File: config.mk
export PLATFORM = sky130hd
export DESIGN_NAME = reg_file_staged
export DESIGN_NICKNAME = d
export VERILOG_FILES = /design/src/rtl/reg_file_staged.sv
export SDC_FILE = /design/constraint.sdc
export NUM_CORES = 1
export LEC_CHECK = 0
export ABC_AREA = 1
export BUFFER_PORTS_ARGS = -buffer_cell sky130_fd_sc_hd__buf_2
export CAP_MARGIN = 10
export CELL_PAD_IN_SITES_DETAIL_PLACEMENT = 1
export CELL_PAD_IN_SITES_GLOBAL_PLACEMENT = 2
export CORE_UTILIZATION = 33
export DETAILED_ROUTE_END_ITERATION = 8
export GPL_TIMING_DRIVEN = 1
export PLACE_DENSITY_LB_ADDON = 0.05
export SETUP_SLACK_MARGIN = 0.05
export SLEW_MARGIN = 40
export SYNTH_ARGS = -nofsm -noshare
export SYNTH_HDL_FRONTEND = slang
export SYNTH_SLANG_ARGS = --single-unit
File: constraint.sdc
create_clock -name clk -period 5.25 [get_ports clk]
set_clock_uncertainty 0.05 [all_clocks]
set_input_delay 0.2625 -clock clk [delete_from_list [all_inputs] [get_ports clk]]
set_output_delay 0.2625 -clock clk [all_outputs]
set_load 0.02 [all_outputs]
File: src/rtl/reg_file_staged.sv
`default_nettype none
// +--------------------------------------------------------------------------+
// | Module   : reg_file_staged                                               |
// | Purpose  : Parametrised 2R+debug register file with a one-entry write    |
// |            staging register, optional read bypass and post-reset clear.  |
// | Revision : 1.0 - initial release                                         |
// +--------------------------------------------------------------------------+
module reg_file_staged #(
    parameter int DATA_W   = 8,
    parameter int ADDR_W   = 1,
    parameter int NUM_REGS = 2,
    parameter int ZERO_REG = 0,
    parameter int BYPASS   = 1
) (
    input  logic              clk,
    input  logic              rst_n,
    input  logic              we,
    input  logic [ADDR_W-1:0] waddr,
    input  logic [DATA_W-1:0] wdata,
    input  logic [ADDR_W-1:0] raddr1,
    input  logic [ADDR_W-1:0] raddr2,
    output logic [DATA_W-1:0] rdata1,
    output logic [DATA_W-1:0] rdata2,
    input  logic [ADDR_W-1:0] dbg_addr,
    output logic [DATA_W-1:0] dbg_data,
    output logic              ready,
    output logic              wr_drop
);

    typedef enum logic [0:0] {
        ST_CLEAR = 1'b0,
        ST_READY = 1'b1
    } state_t;

    localparam logic [ADDR_W-1:0] c_clr_last = ADDR_W'(NUM_REGS - 1);
    localparam int                c_nports   = 3;

    function automatic logic f_in_range(input logic [ADDR_W-1:0] addr);
        return 32'(addr) < 32'(NUM_REGS);
    endfunction

    function automatic logic f_is_zero(input logic [ADDR_W-1:0] addr);
        return (ZERO_REG != 0) && (addr == '0);
    endfunction

    state_t              r_state;
    state_t              w_state_nxt;
    logic [ADDR_W-1:0]   r_clr_ptr;
    logic                r_ready;
    logic                r_wr_drop;
    logic                r_stg_valid;
    logic [ADDR_W-1:0]   r_stg_addr;
    logic [DATA_W-1:0]   r_stg_data;
    logic [DATA_W-1:0]   r_mem [NUM_REGS];

    logic                w_clr_last;
    logic                w_accept;
    logic                w_reject;
    logic                w_mem_we;
    logic [ADDR_W-1:0]   w_mem_addr;
    logic [DATA_W-1:0]   w_mem_din;

    assign w_clr_last = (r_state == ST_CLEAR) && (r_clr_ptr == c_clr_last);
    assign w_accept   = (r_state == ST_READY) && we && f_in_range(waddr) && !f_is_zero(waddr);
    assign w_reject   = we && !w_accept;

    always_ff @(posedge clk) begin
        if (!rst_n) begin
            r_state <= ST_CLEAR;
        end else begin
            r_state <= w_state_nxt;
        end
    end

    always_comb begin
        w_state_nxt = r_state;
        case (r_state)
            ST_CLEAR: if (w_clr_last) w_state_nxt = ST_READY;
            ST_READY: w_state_nxt = ST_READY;
            default:  w_state_nxt = ST_CLEAR;
        endcase
    end

    always_ff @(posedge clk) begin
        if (!rst_n) begin
            r_clr_ptr   <= '0;
            r_stg_valid <= 1'b0;
            r_ready     <= 1'b0;
            r_wr_drop   <= 1'b0;
        end else begin
            r_wr_drop   <= w_reject;
            r_stg_valid <= w_accept;
            if (r_state == ST_CLEAR) begin
                r_clr_ptr <= r_clr_ptr + 1'b1;
                if (w_clr_last) r_ready <= 1'b1;
            end
        end
    end

    // Staging payload needs no reset: it is qualified by r_stg_valid.
    always_ff @(posedge clk) begin
        if (w_accept) begin
            r_stg_addr <= waddr;
            r_stg_data <= wdata;
        end
    end

    // Single array write port shared by the clear pass and staged commits;
    // gating on rst_n keeps a pending commit from landing during reset.
    assign w_mem_we   = rst_n && ((r_state == ST_CLEAR) || r_stg_valid);
    assign w_mem_addr = (r_state == ST_CLEAR) ? r_clr_ptr : r_stg_addr;
    assign w_mem_din  = (r_state == ST_CLEAR) ? '0 : r_stg_data;

    always_ff @(posedge clk) begin
        if (w_mem_we) r_mem[w_mem_addr] <= w_mem_din;
    end

    logic [ADDR_W-1:0] w_rd_addr [c_nports];
    logic [DATA_W-1:0] w_rd_data [c_nports];

    assign w_rd_addr[0] = raddr1;
    assign w_rd_addr[1] = raddr2;
    assign w_rd_addr[2] = dbg_addr;

    generate
        for (genvar gi = 0; gi < c_nports; gi++) begin : g_rd_port
            assign w_rd_data[gi] =
                (r_state != ST_READY)                 ? '0 :
                !f_in_range(w_rd_addr[gi])            ? '0 :
                f_is_zero(w_rd_addr[gi])              ? '0 :
                ((BYPASS != 0) && r_stg_valid &&
                 (w_rd_addr[gi] == r_stg_addr))       ? r_stg_data :
                                                        r_mem[w_rd_addr[gi]];
        end
    endgenerate

    assign rdata1   = w_rd_data[0];
    assign rdata2   = w_rd_data[1];
    assign dbg_data = w_rd_data[2];
    assign ready    = r_ready;
    assign wr_drop  = r_wr_drop;

endmodule
`default_nettype wire
==> impl_results.md <==
* Status: finished, final reports clean
* HP Class: input pin to register
* First-pass GRT wire length at 8850 µm
* Worst slew margin at a little over half
* CTS resizes at 0
* Fin crit share at approximately two fifths
* Kind of critical path: register to primary output
* H-tree Lvls at 2
* Largest family of logic cells by synthesized area: simple AND/OR/NAND/NOR gates
* Adder-cell area share of the yosys netlist at 0%
* R2r setup slk at about 3.2 ns
* Unique cell type count in the Yosys netlist at 18
* Fin nets at between 300 and 400
* Post-DP HPWL at around 4000 µm
* Share of layout cells above drive strength 1 at between 20% and 30%
* CTS clk-pin slew, worst paths at approximately 0.060 ns
* Post-Syn Area at between 0.002 and 0.0025 mm²
* WP data required at approximately 4.9 ns
* Worst Hold Launch: wdata[0]
* Crit path capture type: primary output
* Initial Util at 34.3%
* # DRC at 0
* Max FO, Critical Path at 9
* Core area at between 0.005 and 0.006 mm²
* Reg2reg start: r_stg_valid
* Root buffer cell: clkbuf_8
* Pre-Repair DR Iteration Count at 5
* Post-synth ARST share at 0%
* Final setup viols at 0
* CTS Hold Buffers Added at 0
* Io pins at between 40 and 50
* Multiplexer share of the synthesized area at 0%
* Number of global-route vias before repair at about 1800
* Post-CTS Setup Bufs at 0
* Drt wl/cell at between 10 and 15 µm
* Gate power share at between 20% and 30%
* Global Route Usage Sum at between 10% and 20%
* Final Non-Filler Cells at between 300 and 400
* Clock Tree Buf Depth at 2
* Hold Violations, Final at 0
* Cell Rows at 28
* CP startpoint kind: register
* Synth area leader: edfxtp_1
* Pin count of the biggest net entering global routing at 39
* EDFF count, synth at 25
* Commonest cells post-synth: nand2_1 (82), inv_1 (52), nor2_1 (32), edfxtp_1 (25), nand4_1 (24)
* Synth top area share at approximately 37%
* Worst-margin pin slew at 0.690 ns
* Critical Path Start: r_stg_addr
* Routed wire length at roughly 5200 µm
* Antenna diodes at 0
* Via count at 1804
* Fin. max-slew vios at 0
* Leakage at about 0.0012 µW
* Clock Sinks at 30
* Synth Flop Type: edfxtp_1
* Post-Synth Simple-Gate Area at a little over a third
* Pwr Density at roughly 280 mW/mm²
* Max_cap viols at 0
* GPL Wtd Cong at around 0.77
* Post-Syn Area per Cell at 7.42 µm²
* Flop pwr share at a little under half
* Fill cell count at 766
* Cell total after placement at roughly 380
* Initial antenna violation count at 0
* Syn nets at 290
* RSZ-0062 raised after global routing: no
* Switch share at 30.0%
* Most frequent cell after synthesis: nand2_1
* Setup_tns at 0 ns
* PortBufs at 40
* Mean number of vias per cell at around 4.7
* GRT overflow at 0
* Clock power share at approximately a third
* Post-Synth XOR/XNOR Area at 0%
* Die W at 80.6 µm
* DRT antenna net count at 0
* DIE AREA at between 0.006 and 0.007 mm²
* Seq/Total Area, Yosys at 41.7%
* DR iter-0 viols at between 80 and 90
* Worst path arrival time at roughly 1.8 ns
* Die height at just over 80 µm
* Min Tclk post-route at between 2 and 2.5 ns
* CTS tree: done
* Warning count from the yosys run at 0
* Synth-to-Final Area Change at 15.2%
* Dominant cells by area after synthesis: edfxtp_1 (37%), nand2_1 (15%), inv_1 (9.6%)
* Maximum vdd ir drop at 0.000248 V
* Switching pwr at 199 µW
* Synth Area in Compound Gates at 6.87%
* Mapped Cells at between 200 and 300
* Clock latency on the worst-skew pair at between 0.2 and 0.3 ns
* Post-synthesis register bit count at 30
* Internal power at roughly 460 µW
* F_max at around 470 MHz
* Num CTS Buffers at 5
## worst paths after layout
| check | end | depth (start not counted) |
|---|---|---|
| hold reg to reg | ready | 2 |
| setup / recovery | dbg_data[4] | 7 |
| setup reg to reg | r_mem[0][3] | 2 |
| hold / removal | r_stg_data[0] | 1 |
## power by group through the flow
stage               Sequential (µW)  Combinational [µW]  Clock [µW]
finish                          302                 141         221
floorplan                       292                 116           0
global placement                306                 141           0
global route                    306                 162         234
detailed placement              308                 143           0
CTS                             303                 144         226
## area by class of cell
cell class | instances | area [µm²] | area share, %
Clock buffer | 5 | 68.8 | 2.93
Clock inverter | 3 | 40.0 | 1.70
Inverter | 56 | 215 | 9.15
Multi-Input combinational cell | 175 | 880 | 37.4
Sequential cell | 30 | 853 | 36.3
Tap cell | 75 | 93.8 | 3.99
Timing Repair Buffer | 40 | 200 | 8.52
## routing by layer
metal / track usage (%) / wire [µm] / vias to the layer above
li1: - / - / 930
met4: 5.89 / 80 / 0
met5: 0 / 0 / -
met1: 24.8 / 2560 / 829
met3: 2.39 / 179 / 6
met2: 29.7 / 2380 / 39
## cell families after synthesis
kind of cell | after synthesis
AO/OA/AOI/OAI | 27
buffers and inverters | 70
flip-flops | 30
AND/OR/NAND/NOR | 148
## per-stage QoR
stage	area, µm²	hold WS, ns	utilization, %	setup WS [ns]	total power (µW)
floorplan	2040	0.311	-	3.53	408
global placement	2230	0.388	37.4	2.47	448
detailed placement	2240	0.391	37.6	3.24	451
CTS	2350	0.101	39.5	3.10	673
global route	2350	0.0949	39.5	2.95	702
finish	2350	0.108	39.5	3.13	664
## cells in the final DEF (no fill, tap or decap), types with 5 or more instances in the layout
| cell | netlist | layout |
|---|---|---|
| buf_2 | 6 | 40 |
| clkbuf_8 | 0 | 5 |
| edfxtp_1 | 25 | 25 |
| inv_1 | 52 | 52 |
| nand2_1 | 82 | 82 |
| nand4_1 | 24 | 24 |
| nor2_1 | 32 | 32 |
| o21ai_0 | 23 | 23 |
## worst max-delay path, cell delays in order, from the launching register on
cell and delay, ns:
edfxtp_1 0.68, inv_6 0.14, nand2_8 0.13, nand3_4 0.13, nand2_1 0.10, inv_1 0.04
nor2_1 0.12, buf_2 0.18
## state kept, by name, summed over array words and instances, names as in the netlist
| name | count |
|---|---|
| r_mem | 16 |
| r_stg_data | 8 |
| r_clr_ptr | 1 |
| r_state | 1 |
| r_stg_addr | 1 |
| r_stg_valid | 1 |
| ready | 1 |
| wr_drop | 1 |
(Power assumes the default switching activity.)
